### config.mk
export PLATFORM = sky130hd
export DESIGN_NAME = hazard_ctrl
export DESIGN_NICKNAME = d
export VERILOG_FILES = /design/src/rtl/hazard_pkg.sv /design/src/rtl/hazard_ctrl_fwd_sel.sv /design/src/rtl/hazard_ctrl.sv
export SDC_FILE = /design/constraint.sdc
export NUM_CORES = 1
export LEC_CHECK = 0
export BUFFER_PORTS_ARGS = -buffer_cell sky130_fd_sc_hd__buf_2
export CAP_MARGIN = 20
export CORE_MARGIN = 2
export CORE_UTILIZATION = 25
export CTS_CLUSTER_DIAMETER = 30
export DETAILED_ROUTE_END_ITERATION = 6
export PLACE_DENSITY = 0.46
export SETUP_SLACK_MARGIN = 0.4
export SYNTH_ARGS = -nofsm -noshare
export SYNTH_HDL_FRONTEND = slang
export SYNTH_SLANG_ARGS = --single-unit
### constraint.sdc
create_clock -name clk -period 2.15 [get_ports clk]
set_clock_uncertainty 0.1 [all_clocks]
set_input_delay 0.215 -clock clk [delete_from_list [all_inputs] [get_ports clk]]
set_output_delay 0.215 -clock clk [all_outputs]
set_load 0.02 [all_outputs]
### src/rtl/hazard_pkg.sv
// Shared types and constants for the pipeline hazard controller.
package hazard_pkg;

  // RUN: pipe advances normally. MEMWAIT: a data-memory access in M is
  // still outstanding, so every pipeline register holds.
  typedef enum logic [0:0] {
    HZ_RUN     = 1'b0,
    HZ_MEMWAIT = 1'b1
  } hz_state_t;

  // Register $0 is hard-wired to zero. It never produces a hazard.
  localparam logic [4:0] REG_ZERO = 5'd0;

endpackage

### src/rtl/hazard_ctrl_fwd_sel.sv
// Forwarding selector for a single Decode source operand.
// The youngest producer wins: E beats M, and M beats W.
// A load sitting in E is not a valid source because its data does not exist yet.
module fwd_sel
  import hazard_pkg::*;
(
  input  logic [4:0]  src,
  input  logic        use_src,
  input  logic [4:0]  write_reg_e,
  input  logic [4:0]  write_reg_m,
  input  logic [4:0]  write_reg_w,
  input  logic        reg_write_e,
  input  logic        reg_write_m,
  input  logic        reg_write_w,
  input  logic        mem_to_reg_e,
  input  logic [31:0] alu_out_e,
  input  logic [31:0] result_m,
  input  logic [31:0] result_w,
  output logic        enabled,
  output logic [31:0] value
);

  logic reads_reg;
  logic match_e;
  logic match_m;
  logic match_w;

  // Detect a producer in each stage, then apply E > M > W priority.
  always_comb begin
    reads_reg = use_src && (src != REG_ZERO);
    match_e   = reads_reg && reg_write_e && !mem_to_reg_e && (write_reg_e == src);
    match_m   = reads_reg && reg_write_m && (write_reg_m == src);
    match_w   = reads_reg && reg_write_w && (write_reg_w == src);
    enabled   = 1'b0;
    value     = 32'd0;
    if (match_e) begin
      enabled = 1'b1;
      value   = alu_out_e;
    end else if (match_m) begin
      enabled = 1'b1;
      value   = result_m;
    end else if (match_w) begin
      enabled = 1'b1;
      value   = result_w;
    end
  end

endmodule

### src/rtl/hazard_ctrl.sv
// Hazard controller for the 5-stage MIPS32 pipeline. It does four things:
// - forwards RAW operands into the D->E register,
// - inserts load-use bubbles,
// - squashes wrong-path instructions when E redirects the PC,
// - freezes the pipe while data memory waits.
// Memory handshake: dmem_req_m says M has an access in flight. The access
// completes in the cycle where dmem_ready_m is 1. Every cycle in which the
// access is not yet complete is a full-pipe stall.
module hazard_ctrl
  import hazard_pkg::*;
#(
  parameter int unsigned CNT_W       = 32,
  parameter int unsigned MEM_TIMEOUT = 64
) (
  input  logic             clk,
  input  logic             rst,
  input  logic [4:0]       rs_d,
  input  logic [4:0]       rt_d,
  input  logic             use_rs_d,
  input  logic             use_rt_d,
  input  logic [4:0]       write_reg_e,
  input  logic [4:0]       write_reg_m,
  input  logic [4:0]       write_reg_w,
  input  logic             reg_write_e,
  input  logic             reg_write_m,
  input  logic             reg_write_w,
  input  logic             mem_to_reg_e,
  input  logic [31:0]      alu_out_e,
  input  logic [31:0]      result_m,
  input  logic [31:0]      result_w,
  input  logic             branch_taken_e,
  input  logic             dmem_req_m,
  input  logic             dmem_ready_m,
  output logic             stall_f,
  output logic             stall_d,
  output logic             stall_e,
  output logic             stall_m,
  output logic             flush_d,
  output logic             flush_e,
  output logic             forward_src_a_enabled,
  output logic [31:0]      forward_src_a,
  output logic             forward_src_b_enabled,
  output logic [31:0]      forward_src_b,
  output logic             mem_timeout,
  output logic [CNT_W-1:0] stall_cycles,
  output logic [CNT_W-1:0] flush_count,
  output hz_state_t        state
);

  localparam int unsigned         WAIT_W    = $clog2(MEM_TIMEOUT + 1);
  localparam logic [WAIT_W-1:0]   WAIT_MAX  = WAIT_W'(MEM_TIMEOUT);
  localparam logic [WAIT_W-1:0]   WAIT_LAST = WAIT_W'(MEM_TIMEOUT - 1);

  logic [WAIT_W-1:0] wait_cnt;
  logic              fwd_a_en;
  logic              fwd_b_en;
  logic [31:0]       fwd_a_val;
  logic [31:0]       fwd_b_val;
  logic              memwait;
  logic              redirect;
  logic              load_use;

  fwd_sel u_fwd_rs (
    .src          (rs_d),
    .use_src      (use_rs_d),
    .write_reg_e  (write_reg_e),
    .write_reg_m  (write_reg_m),
    .write_reg_w  (write_reg_w),
    .reg_write_e  (reg_write_e),
    .reg_write_m  (reg_write_m),
    .reg_write_w  (reg_write_w),
    .mem_to_reg_e (mem_to_reg_e),
    .alu_out_e    (alu_out_e),
    .result_m     (result_m),
    .result_w     (result_w),
    .enabled      (fwd_a_en),
    .value        (fwd_a_val)
  );

  fwd_sel u_fwd_rt (
    .src          (rt_d),
    .use_src      (use_rt_d),
    .write_reg_e  (write_reg_e),
    .write_reg_m  (write_reg_m),
    .write_reg_w  (write_reg_w),
    .reg_write_e  (reg_write_e),
    .reg_write_m  (reg_write_m),
    .reg_write_w  (reg_write_w),
    .mem_to_reg_e (mem_to_reg_e),
    .alu_out_e    (alu_out_e),
    .result_m     (result_m),
    .result_w     (result_w),
    .enabled      (fwd_b_en),
    .value        (fwd_b_val)
  );

  // Resolve the hazard cause for this cycle: memwait > redirect > load-use.
  // The entry cycle into MEMWAIT stalls combinationally. The completing cycle
  // (dmem_ready_m=1) releases the pipe. Any redirect or load-use seen during a
  // memory stall is simply re-evaluated once the stall drops.
  always_comb begin
    memwait  = ((state == HZ_MEMWAIT) || dmem_req_m) && !dmem_ready_m;
    redirect = branch_taken_e && !memwait;
    load_use = !memwait && !branch_taken_e && reg_write_e && mem_to_reg_e &&
               (write_reg_e != REG_ZERO) &&
               ((use_rs_d && (rs_d == write_reg_e)) ||
                (use_rt_d && (rt_d == write_reg_e)));
    stall_f               = 1'b0;
    stall_d               = 1'b0;
    stall_e               = 1'b0;
    stall_m               = 1'b0;
    flush_d               = 1'b0;
    flush_e               = 1'b0;
    forward_src_a_enabled = 1'b0;
    forward_src_a         = 32'd0;
    forward_src_b_enabled = 1'b0;
    forward_src_b         = 32'd0;
    if (!rst) begin
      forward_src_a_enabled = fwd_a_en;
      forward_src_a         = fwd_a_val;
      forward_src_b_enabled = fwd_b_en;
      forward_src_b         = fwd_b_val;
      if (memwait) begin
        stall_f = 1'b1;
        stall_d = 1'b1;
        stall_e = 1'b1;
        stall_m = 1'b1;
      end else if (redirect) begin
        flush_d = 1'b1;
        flush_e = 1'b1;
      end else if (load_use) begin
        stall_f = 1'b1;
        stall_d = 1'b1;
        flush_e = 1'b1;
      end
    end
  end

  // Memory-wait FSM, timeout watchdog and saturating performance counters.
  always_ff @(posedge clk) begin
    if (rst) begin
      state        <= HZ_RUN;
      wait_cnt     <= '0;
      mem_timeout  <= 1'b0;
      stall_cycles <= '0;
      flush_count  <= '0;
    end else begin
      case (state)
        HZ_RUN: begin
          wait_cnt <= '0;
          if (dmem_req_m && !dmem_ready_m) state <= HZ_MEMWAIT;
        end
        HZ_MEMWAIT: begin
          if (wait_cnt != WAIT_MAX) wait_cnt <= wait_cnt + 1'b1;
          if (wait_cnt == WAIT_LAST) mem_timeout <= 1'b1;
          if (dmem_ready_m) state <= HZ_RUN;
        end
        default: state <= HZ_RUN;
      endcase
      if (stall_f && (stall_cycles != '1)) stall_cycles <= stall_cycles + 1'b1;
      if (redirect && (flush_count != '1)) flush_count <= flush_count + 1'b1;
    end
  end

endmodule

==> reports/metrics.csv, run 1 <==
stage,metric,value,unit
outcome,run status,"complete, but fails checks",
outcome,violations in the final reports,setup timing,
clock_network,buffer depth of the longest clock path,2,
die,die area,24100,um2
power_and_ir_drop,standby leakage power,0.00480,uW
die,Vert. Die Dim,155,um
detailed_routing,drt total wl,26.5,mm
cells_and_area,Final Util,52.2,%
power_and_ir_drop,maximum VDD drop,0.408,mV
yosys,portion of the post-synthesis area used by sequential elements,25.6,%
worst_setup_path,Worst Setup End Kind,output pin,
timing,count of final hold-check violations,0,
worst_setup_path,r2r endpoint,stall_cycles[22]$_SDFFE_PP0P_,
clock_network,hold buffer count at CTS,0,
grt,antenna violations before repair,5,
detailed_routing,DRC violation count after routing,0,
clock_network,worst-skew pair later-pin latency,350,ps
grt,largest net degree at the start of global routing,33,
yosys,Synth Flop Type,dfxtp_1,
yosys,count of flip-flops with a built-in enable after synthesis,0,
die,number of placement rows,55,
timing,Final Worst Setup Slack,-274,ps
die,core area,22500,um2
clock_network,Root Buffer,clkbuf_16,
worst_setup_path,worst reg2reg setup slack,-50,ps
flow_run,max-capacitance violation count,0,
hold_path,Hold Crit Class,in2reg,
timing,final number of max-transition violations,0,
yosys,simple-gate share of the synthesized area,27.8,%
clock_network,clock tree from TritonCTS,built,
detailed_routing,Vias/cell,5.04,
placed_design,quantity of I/O buffers inserted on ports,269,
yosys,xor and xnor area share after synthesis,9.36,%
yosys,Avg Synthesized Cell Area,7.79,um2
detailed_routing,DR pass1 iterations,5,
detailed_routing,vias after detailed routing,7395,
worst_setup_path,arrival time reported for the critical path endpoint,2110,ps
grt,global-route wire length before repair,38.8,mm
clock_network,number of clock sinks,73,
yosys,dominant combinational cell family by area after synthesis,simple AND/OR/NAND/NOR gates,
cells_and_area,layout cells sized above 1,64.9,%
detailed_routing,routed wirelength normalized by instance count,18.1,um
yosys,register bit total from synthesis,73,
power_and_ir_drop,overall power consumption,3680,uW
grt,gr ovfl total,0,
worst_setup_path,CP Launch Point,rs_d[3],
grt,via count of the first global-routing pass,7189,
clock_network,Inserted Clock Buffers,9,
clock_network,htree depth,3,
yosys,post-synth cell types,52,
timing,worst slew margin relative to its limit,72.5,%
yosys,Gate Count Post-Synth,733,
hold_path,critical hold path startpoint,rst,
worst_setup_path,start of the worst register-to-register path,stall_cycles[3]$_SDFFE_PP0P_,
yosys,"arithmetic-cell share of the synthesized area counting full adders, half adders and majority gates",0.876,%
yosys,Synth Area in Compound Gates,17.9,%
worst_setup_path,CP Class,in2out,
hold_path,worst hold path stage count,2,
cells_and_area,Nets,1309,
worst_setup_path,CP Launch Type,input port,
worst_setup_path,endpoint required time on the critical path,1840,ps
timing,final number of setup-violating endpoints,76,
timing,final worst path period need,2420,ps
die,boundary pin count,270,
worst_setup_path,crit-path max FO,8,
placed_design,Final GP Congestion,0.821,
power_and_ir_drop,power density over the cells,313,nW/um2
die,Horiz. Die Dim,155,um
yosys,fraction of registers with async set/reset,0,%
yosys,mux contribution to synthesized area,13.1,%
yosys,cell area after synthesis,5710,um2
hold_path,capture endpoint of the worst hold path,stall_cycles[1]$_SDFFE_PP0P_,
timing,"Period Utilization, post-route",113,%
die,starting density of the core,25.4,%
timing,RSZ-0062 raised after global routing,yes,
worst_setup_path,count of cells along the worst register-to-register path,9,
yosys,Yosys warnings,0,
placed_design,Detailed Place HPWL,17.1,mm
grt,All-Layer GR Usage,20.2,%
detailed_routing,number of nets with antenna violations after detailed routing,0,
timing,transition time at the pin with the least slew margin,412,ps
timing,Sum Neg Setup Slack,-13520,ps
detailed_routing,number of DRC markers in iteration 0,352,
yosys,Post-Synthesis Net Count,869,
clock_network,post-CTS clock slew at the launch and capture registers of the worst setup and hold paths,60,ps
timing,highest clock rate,412,MHz
cells_and_area,layout-stage area growth over the synthesis result,106,%
layout make-up:
class	instances	area, um2
inverter	10	45.0
timing repair buffer	479	4090
tap	285	357
clock buffer	11	243
clock inverter	5	36.3
multi-input combinational	600	5420
sequential	73	1540
fill	2104	10800
antenna	4	10.0
Yosys cell counts (all sizes together), types with 2 or more instances:
cell type  number  area, um2
nor2          126        473
dfxtp          73       1460
mux2i          67        671
a211oi         66        495
nand3          48        245
buf            31        191
nand2          31        116
xor2           31        272
xnor2          30        263
a21oi          26        130
or4            24        180
o31ai          20        164
clkbuf         19       72.6
and3           18        115
o21ai          18       90.1
nand4          15        100
nor4           12       90.1
inv             9       33.8
or3             9       56.3
nor3            8       55.1
and4            7       61.3
mux2            7       78.8
nor2b           7       43.8
and2            5       31.3
ha              4       50.1
a21o            2       15.0
a31oi           2       12.5
nand2b          2       12.5
o211ai          2       15.0
o21a            2       15.0
o21bai          2       15.0
o311ai          2       17.5
power breakdown:
group / switching [uW] / leakage, uW / internal, uW
sequential: 8.51 / 0.000611 / 1340
clock: 639 / 0.000137 / 821
combinational: 428 / 0.00405 / 440
through the flow:
step	instance area [um2]	setup WS (ps)	hold WS (ps)	instances
after floorplan	6600	-1.88	317	733
after global placement	8860	-260	351	1348
after detailed placement	8860	-298	355	1348
after CTS	10900	-245	73.3	1438
after global routing	11700	-315	84.7	1466
final	11700	-274	85.9	1467
worst max-delay path by stage:
stage                        end  cells after the start  slack (ps)
6_report       forward_src_a[19]                     11        -270
5_1_grt        forward_src_a[19]                     11        -310
4_1_cts        forward_src_a[19]                     11        -250
3_5_place_dp    forward_src_a[0]                      9        -300
3_3_place_gp    forward_src_a[0]                      9        -260
2_1_floorplan  forward_src_a[10]                      7          -2
sequential cells by signal, indices dropped and copies added, names as in the netlist:
name          count
flush_count      32
stall_cycles     32
state             1
mem_timeout       1
wait_cnt          7
timing repair:
action / CTS / global route
pin swaps: 100 / 73
gates cloned: 18 / 4
buffers inserted: 56 / 21
resized for setup: 206 / 132
endpoints found under the setup margin: 130 / 132
endpoints found under the hold margin: 0 / 0
metal layers:
metal  GRT usage (%)  wire length [um]
met1            25.4             11200
met2            34.2             13200
met3            4.93              1540
met4            6.31               546
met5               0                 7
layout by cell type, fill, tap and decap left out, drive strengths merged, types with 12 or more instances in the layout:
master  synthesis  layout
buf            31     473
nor2          126     126
dfxtp          73      73
mux2i          67      67
a211oi         66      66
nand3          48      48
xor2           31      31
nand2          31      31
xnor2          30      30
a21oi          26      26
or4            24      24
o31ai          20      20
and3           18      18
o21ai          18      18
nand4          15      15
clkbuf         19      15
nor4           12      12
inv             9      12
kinds of logic (layout without fill, tap and decap cells):
| kind of cell | after synthesis | in the layout |
|---|---|---|
| multiplexers | 74 | 74 |
| adder cells (fa/ha/maj) | 4 | 4 |
| XOR/XNOR | 61 | 61 |
| other | 0 | 4 |
| AND/OR/NAND/NOR | 313 | 313 |
| buffers and inverters | 60 | 505 |
| AO/OA/AOI/OAI | 148 | 148 |
| flip-flops | 73 | 73 |
worst max-delay path, stage by stage:
cell      delay (ps)
buf_6             90
or4_4            540
o21ai_4          170
buf_6            130
nor3_4            50
o31ai_4          280
buf_6            170
buf_12           100
buf_16           150
a211oi_2          40
buf_4            160
No activity file was read; power rests on OpenSTA's default activity.
==> run 2: changes to the inputs <==
==> constraint.sdc (replaced) <==
create_clock -name clk -period 2.15 [get_ports clk]
set_clock_uncertainty 0.1 [all_clocks]
set_input_delay 0.215 -clock clk [delete_from_list [all_inputs] [get_ports clk]]
set_output_delay 0.215 -clock clk [all_outputs]
set_load 0.05 [all_outputs]
==> run 2 against run 1 <==
The run still ends with setup timing left. Critical path type unchanged. Critical endpoint is now forward_src_a[31]. Core utilization rose by 5.4 points. Hold slack improved by 26 ps. Fmax fell by 3.6%. Non-clock buffer count rose by 15. Power rose by 7.9%. Sequential power barely moved. Setup slack got worse by 90 ps. Clock power rose by 12%. Combinational power rose by 16%. Register-to-register slack improved by 80 ps. First-iteration DRC count fell by 2.3%. Largest cell class unchanged. Critical path depth fell by 1.
==> reports/metrics.csv, run 2 (synthesis gave the netlist of run 1 again) <==
stage,metric,value,unit,change
outcome,run status,"complete, but fails checks",,
outcome,violations in the final reports,setup timing,,
worst_setup_path,arrival time reported for the critical path endpoint,2200,ps,+90 ps
detailed_routing,Vias/cell,5.04,,-0.11%
cells_and_area,"most common cell after layout, fill and taps aside",buf_2,,
timing,count of final hold-check violations,0,,unchanged
detailed_routing,vias after detailed routing,7457,,+0.84%
timing,Final Worst Setup Slack,-364,ps,-89.7 ps
timing,final worst path period need,2510,ps,+89.7 ps
clock_network,htree depth,3,,unchanged
clock_network,Root Buffer,clkbuf_16,,
clock_network,buffer depth of the longest clock path,2,,unchanged
timing,final number of max-transition violations,0,,unchanged
worst_setup_path,Worst Setup End Kind,output pin,,
detailed_routing,number of DRC markers in iteration 0,344,,-2.3%
power_and_ir_drop,maximum VDD drop,0.354,mV,-13%
die,die area,24100,um2,unchanged
die,Horiz. Die Dim,155,um,unchanged
die,number of placement rows,55,,unchanged
die,core area,22500,um2,unchanged
timing,highest clock rate,398,MHz,-3.6%
grt,via count of the first global-routing pass,7591,,+5.6%
detailed_routing,DR pass1 iterations,5,,unchanged
detailed_routing,DRC violation count after routing,0,,unchanged
clock_network,clock tree from TritonCTS,built,,
grt,largest net degree at the start of global routing,34,,+3.0%
die,boundary pin count,270,,unchanged
clock_network,Inserted Clock Buffers,9,,unchanged
power_and_ir_drop,overall power consumption,3970,uW,+7.9%
power_and_ir_drop,standby leakage power,0.00504,uW,+5.0%
grt,antenna violations before repair,2,,-3
grt,gr ovfl total,0,,unchanged
worst_setup_path,standard cell with the maximum stage delay on the critical path,or4_4,,
placed_design,Detailed Place HPWL,18.4,mm,+7.4%
cells_and_area,layout cells sized above 1,71.1,%,+6.2 points
grt,global-route wire length before repair,41.4,mm,+6.5%
worst_setup_path,most numerous cell on the critical path,buf_6,,
worst_setup_path,worst stage delay on the critical path,540,ps,about the same
cells_and_area,Final Util,57.5,%,+5.4 points
detailed_routing,number of nets with antenna violations after detailed routing,0,,unchanged
power_and_ir_drop,power density over the cells,307,nW/um2,-2.2%
cells_and_area,largest registers,"flush_count x32, stall_cycles x32, wait_cnt x7",,
die,Vert. Die Dim,155,um,unchanged
clock_network,worst-skew pair later-pin latency,350,ps,about the same
detailed_routing,routed wirelength normalized by instance count,18.3,um,+1.2%
worst_setup_path,crit-path max FO,8,,unchanged
grt,All-Layer GR Usage,21.7,%,+1.4 points
clock_network,post-CTS clock slew at the launch and capture registers of the worst setup and hold paths,60,ps,about the same
worst_setup_path,endpoint required time on the critical path,1840,ps,about the same
cells_and_area,"commonest cells after routing, fill and taps aside","buf_2 (189), buf_4 (124), buf_6 (118), nor2_1 (110), a211oi_4 (63)",,
placed_design,Final GP Congestion,0.872,,+6.2%
clock_network,number of clock sinks,73,,unchanged
worst_setup_path,CP Launch Type,input port,,
timing,"Period Utilization, post-route",117,%,+4.2 points
worst_setup_path,CP Class,in2out,,
timing,worst slew margin relative to its limit,72.6,%,about the same
detailed_routing,drt total wl,27.1,mm,+2.1%
timing,transition time at the pin with the least slew margin,411,ps,-0.834 ps
timing,RSZ-0062 raised after global routing,yes,,
flow_run,max-capacitance violation count,0,,unchanged
hold_path,Hold Crit Class,in2reg,,
placed_design,quantity of I/O buffers inserted on ports,269,,unchanged
clock_network,hold buffer count at CTS,0,,unchanged
worst_setup_path,CP cell instances,"buf_8, or4_4, o21ai_4, buf_6, nor3_4, buf_4, buf_12, mux2i_2, a211oi_4, buf_6",,
cells_and_area,Nets,1325,,+1.2%
timing,final number of setup-violating endpoints,94,,+24%
die,starting density of the core,25.4,%,unchanged
cells_and_area,layout-stage area growth over the synthesis result,127,%,
-- run 2: final cells by class --
class,count,area [um2]
timing repair buffer,494,4520
fill,1925,9550
tap,285,357
antenna,2,5.00
clock buffer,10,250
sequential,73,1640
clock inverter,6,68.8
multi-input combinational,601,6060
inverter,10,45.0
-- run 2: path summary, 6_finish.rpt --
path / from / endpoint / slack (ps) / cells past startpoint
worst min-delay path: rst / stall_cycles[0]$_SDFFE_PP0P_ / 110 / 2
worst min register to register: stall_cycles[6]$_SDFFE_PP0P_ / stall_cycles[6]$_SDFFE_PP0P_ / 350 / 1
worst max-delay path: rs_d[1] / forward_src_a[31] / -360 / 10
worst max register to register: stall_cycles[6]$_SDFFE_PP0P_ / stall_cycles[23]$_SDFFE_PP0P_ / 30 / 8
-- run 2: critical path, delay by kind of cell --
| family | cells | cell delay [ps] |
|---|---|---|
| and+or+nand+nor | 2 | 590 |
| muxes | 1 | 180 |
| AOI/OAI and AO/OA | 2 | 460 |
| buffers and inverters | 5 | 750 |
-- run 2: metrics by stage --
step | setup TNS (ps) | setup slack, ps | instances | hold WS [ps] | instance area [um2]
floorplan | -11580 | -248 | 733 | 327 | 7180
global placement | -30030 | -409 | 1357 | 343 | 9630
detailed placement | -29860 | -416 | 1357 | 346 | 9630
CTS | -19490 | -356 | 1453 | 102 | 12100
global route | -26600 | -415 | 1481 | 124 | 12900
finish | -20990 | -364 | 1481 | 112 | 12900
-- run 2: routing by layer --
metal	track usage, %	vias up	wire, um
met5	0	-	0
met4	6.57	0	518
met3	3.79	35	1310
met2	36.9	221	13600
met1	28.0	3612	11600
li1	-	3589	-
-- run 2: power breakdown --
group | internal (uW) | leakage (uW) | switching [uW]
logic | 480 | 0.00425 | 530
clock network | 980 | 0.000157 | 657
registers | 1310 | 0.000632 | 12.3
-- run 2: what timing repair did --
| action | 4_1_cts | 5_1_grt |
|---|---|---|
| setup endpoints to repair | 126 | 132 |
| cloned | 16 | 1 |
| buffers inserted | 64 | 25 |
| pin swaps | 102 | 99 |
| resized for setup | 309 | 140 |
==> run 3: changes to the inputs <==
--- a/config.mk
+++ b/config.mk
@@ -5,13 +5,14 @@
 export SDC_FILE = /design/constraint.sdc
 export NUM_CORES = 1
 export LEC_CHECK = 0
+export ABC_AREA = 1
 export BUFFER_PORTS_ARGS = -buffer_cell sky130_fd_sc_hd__buf_2
 export CAP_MARGIN = 20
 export CORE_MARGIN = 2
 export CORE_UTILIZATION = 25
 export CTS_CLUSTER_DIAMETER = 30
 export DETAILED_ROUTE_END_ITERATION = 6
-export PLACE_DENSITY = 0.46
+export PLACE_DENSITY = 0.43
 export SETUP_SLACK_MARGIN = 0.4
 export SYNTH_ARGS = -nofsm -noshare
 export SYNTH_HDL_FRONTEND = slang
==> constraint.sdc (replaced) <==
create_clock -name clk -period 3.1 [get_ports clk]
set_clock_uncertainty 0.1 [all_clocks]
set_input_delay 0.31 -clock clk [delete_from_list [all_inputs] [get_ports clk]]
set_output_delay 0.31 -clock clk [all_outputs]
set_load 0.05 [all_outputs]
==> run 3 against run 2 <==
The flow now finishes without violations. Hold slack better by 120 ps. Core utilization is 25 points lower. Non-clock buffer count is 211 lower. Die area is 20% higher. Register-to-register slack better by 930 ps. Critical path depth is 2 higher. Final cell count is 24% higher. Power is 38% lower. Synthesized area is 21% higher. Critical endpoint is now forward_src_a[13].
==> reports/metrics.csv, run 3 <==
stage,metric,value,unit,change
outcome,run status,finished clean,,
power_and_ir_drop,power density over the cells,275,nW/um2,-10%
yosys,library cell occupying the most area in the post-synthesis netlist,dfxtp_1,,
die,Horiz. Die Dim,170,um,+9.7%
worst_setup_path,standard cell with the maximum stage delay on the critical path,buf_2,,
worst_setup_path,most numerous cell on the critical path,nor2_1,,
detailed_routing,vias after detailed routing,8460,,+13%
cells_and_area,count of filler cells inserted in the layout,3135,,+63%
yosys,Avg Synthesized Cell Area,5.52,um2,-29%
detailed_routing,routed wirelength normalized by instance count,14.7,um,-20%
yosys,Gate Count Post-Synth,1252,,+71%
yosys,post-synth cell types,37,,-29%
worst_setup_path,CP cell instances,"buf_2, nor3_1, nand3_1, nand2_1, inv_1, nand3_2, buf_12, nor2_1, a21oi_1, nor2_1, nor2_1, buf_2",,
timing,final number of setup-violating endpoints,0,,-100%
cells_and_area,Final Util,32.9,%,-25 points
worst_setup_path,Worst Setup End Kind,output pin,,
die,core area,27000,um2,+20%
placed_design,quantity of I/O buffers inserted on ports,269,,unchanged
cells_and_area,"commonest cells after routing, fill and taps aside","nand2_1 (307), nor2_1 (280), buf_2 (264), inv_1 (139), a21oi_1 (103)",,
detailed_routing,number of DRC markers in iteration 0,474,,+38%
worst_setup_path,crit-path max FO,32,,+24
yosys,top post-synthesis cells by area,"dfxtp_1 (21%), nand2_1 (17%), nor2_1 (15%)",,
timing,worst slew margin relative to its limit,56.5,%,-16 points
clock_network,clock tree from TritonCTS,built,,
timing,highest clock rate,390,MHz,
yosys,register bit total from synthesis,73,,unchanged
timing,transition time at the pin with the least slew margin,653,ps,+241 ps
power_and_ir_drop,Clock power frac,43.1,%,+1.9 points
grt,All-Layer GR Usage,17.9,%,-3.8 points
yosys,Synth Flop Type,dfxtp_1,,
clock_network,htree depth,3,,unchanged
yosys,fraction of registers with async set/reset,0,%,unchanged
power_and_ir_drop,switch share,28.3,%,-2.0 points
clock_network,worst-skew pair later-pin latency,340,ps,about the same
die,number of placement rows,60,,+9.1%
timing,final worst path period need,2560,ps,
worst_setup_path,worst reg2reg setup slack,960,ps,+930 ps
cells_and_area,combined area of the multi-input logic cells,4590,um2,-24%
cells_and_area,"most common cell after layout, fill and taps aside",nand2_1,,
die,boundary pin count,270,,unchanged
grt,via count of the first global-routing pass,8000,,+5.4%
grt,largest net degree at the start of global routing,65,,+91%
timing,"Period Utilization, post-route",82.6,%,
yosys,count of flip-flops with a built-in enable after synthesis,0,,unchanged
die,die area,29000,um2,+20%
power_and_ir_drop,combinational group share of total power,18.1,%,-7.3 points
worst_setup_path,endpoint required time on the critical path,2690,ps,+850 ps
power_and_ir_drop,internal power consumption,1750,uW,-37%
hold_path,Hold Crit Class,in2reg,,
placed_design,Final GP Congestion,0.914,,+4.8%
power_and_ir_drop,switching power total,691,uW,-42%
die,starting density of the core,25.6,%,+0.18 points
yosys,cell area after synthesis,6910,um2,+21%
worst_setup_path,kind of cell with the highest combined delay on the critical path,simple AND/OR/NAND/NOR gates,,
detailed_routing,drt total wl,26.9,mm,-0.57%
clock_network,post-CTS clock slew at the launch and capture registers of the worst setup and hold paths,50,ps,about the same
flow_run,max-capacitance violation count,0,,unchanged
yosys,Yosys warnings,0,,unchanged
cells_and_area,Sequential cell area,1460,um2,-11%
worst_setup_path,CP Class,in2out,,
timing,count of final hold-check violations,0,,unchanged
detailed_routing,DRC violation count after routing,0,,unchanged
yosys,most frequent cell after synthesis,nand2_1,,
worst_setup_path,number of buffers and inverters on the critical path,4,,-1
power_and_ir_drop,maximum VDD drop,0.230,mV,-35%
detailed_routing,number of nets with antenna violations after detailed routing,0,,unchanged
detailed_routing,Vias/cell,4.61,,-8.4%
yosys,most used standard cells in the synthesized netlist,"nand2_1 (307), nor2_1 (282), inv_1 (140), a21oi_1 (103), nand3_1 (95)",,
power_and_ir_drop,register share of total power,38.8,%,+5.5 points
timing,WHS,233,ps,+121 ps
power_and_ir_drop,standby leakage power,0.00424,uW,-16%
die,Vert. Die Dim,170,um,+9.7%
grt,global-route wire length before repair,41.8,mm,+1.1%
clock_network,Inserted Clock Buffers,9,,unchanged
cells_and_area,layout cells sized above 1,23.6,%,-48 points
yosys,Post-Synthesis Net Count,1388,,+60%
worst_setup_path,arrival time reported for the critical path endpoint,2150,ps,-50 ps
worst_setup_path,CP Launch Type,input port,,
yosys,area fraction of the dominant cell type after synthesis,21.2,%,-4.4 points
yosys,portion of the post-synthesis area used by sequential elements,21.2,%,-4.4 points
cells_and_area,layout-stage area growth over the synthesis result,28.8,%,
grt,gr ovfl total,0,,unchanged
grt,antenna violations before repair,4,,+2
placed_design,Detailed Place HPWL,20.6,mm,+12%
timing,final number of max-transition violations,0,,unchanged
detailed_routing,DR pass1 iterations,5,,unchanged
cells_and_area,largest registers,"flush_count x32, stall_cycles x32, wait_cnt x7",,
clock_network,number of clock sinks,73,,unchanged
clock_network,Root Buffer,clkbuf_16,,
timing,Sum Neg Setup Slack,0,ps,+20990 ps
worst_setup_path,worst stage delay on the critical path,310,ps,-230 ps
timing,RSZ-0062 raised after global routing,yes,,
clock_network,buffer depth of the longest clock path,2,,unchanged
cells_and_area,Nets,1624,,+23%
==> run 3: cell types whose count changed in the layout (fill, tap and decap cells not counted), sizes merged, moves of 11 or more <==
| cell | previous run | this run |
|---|---|---|
| nand3 | 48 | 97 |
| nor3 | 8 | 32 |
| inv | 10 | 148 |
| a21oi | 26 | 121 |
| nand2 | 31 | 322 |
| o31ai | 20 | 0 |
| buf | 490 | 277 |
| mux2i | 67 | 0 |
| xnor2 | 30 | 19 |
| and3 | 18 | 2 |
| or4 | 24 | 0 |
| nor2 | 126 | 285 |
| a211oi | 66 | 1 |
==> run 3: cell type report <==
type | instances | share of cell area, %
multi-input combinational | 972 | 51.6
timing repair buffer | 283 | 17.5
sequential | 73 | 16.4
inverter | 149 | 6.30
tap | 341 | 4.80
clock buffer | 12 | 2.88
clock inverter | 3 | 0.450
antenna | 2 | 0.0563
==> run 3: worst paths after layout <==
path / start / to / depth (start not counted)
worst max-delay path: rs_d[2] / forward_src_a[13] / 12
worst min-delay path: dmem_req_m / state$_SDFF_PP0_ / 3
worst max register to register: state$_SDFF_PP0_ / flush_count[20]$_SDFFE_PP0P_ / 10
worst min register to register: mem_timeout$_SDFFE_PP0P_ / mem_timeout$_SDFFE_PP0P_ / 2
==> run 3: power groups by stage <==
stage / logic [uW] / clock network, uW / registers [uW]
CTS: 443 / 1090 / 947
global route: 490 / 1130 / 948
detailed placement: 442 / 0 / 968
floorplan: 249 / 0 / 980
finish: 443 / 1050 / 947
global placement: 444 / 0 / 968
==> run 3: per-layer routing <==
| metal | global-route usage, % | part of all wire (%) |
|---|---|---|
| met1 | 23.4 | 46 |
| met2 | 30.6 | 46 |
| met3 | 3.02 | 5.9 |
| met4 | 3.94 | 1.3 |
| met5 | 0 | 0.12 |
==> run 3: worst reg2reg max path, stage by stage, from the launching register on <==
cell	delay, ps
dfxtp_1	340
o21bai_1	360
nand2_1	200
inv_1	150
nand2_2	70
inv_2	300
nand3_1	210
nor2_1	170
nand2_1	70
nand2_1	60
nor2_1	40
==> run 3: cells by family after synthesis <==
family,synth area share (%)
adder cells (fa/ha/maj),0.725
AO/OA/AOI/OAI,12.4
buffers and inverters,12.8
XOR/XNOR,7.23
flip-flops,21.2
AND/OR/NAND/NOR,45.7
==> run 3: through the flow <==
stage	power, uW	worst slack [ps]	instance area, um2	std cells
final	2440	539	8890	1835
after floorplan	1230	531	6910	1252
after global placement	1410	417	8550	1817
after detailed placement	1410	453	8550	1817
after CTS	2480	446	8850	1832
after global routing	2570	394	8890	1835
==> run 3: repair_timing <==
action / CTS / global route
setup endpoints to repair: 0 / 14
hold buffers: 0 / 0
setup buffers: 0 / 0
resized for setup: 0 / 7
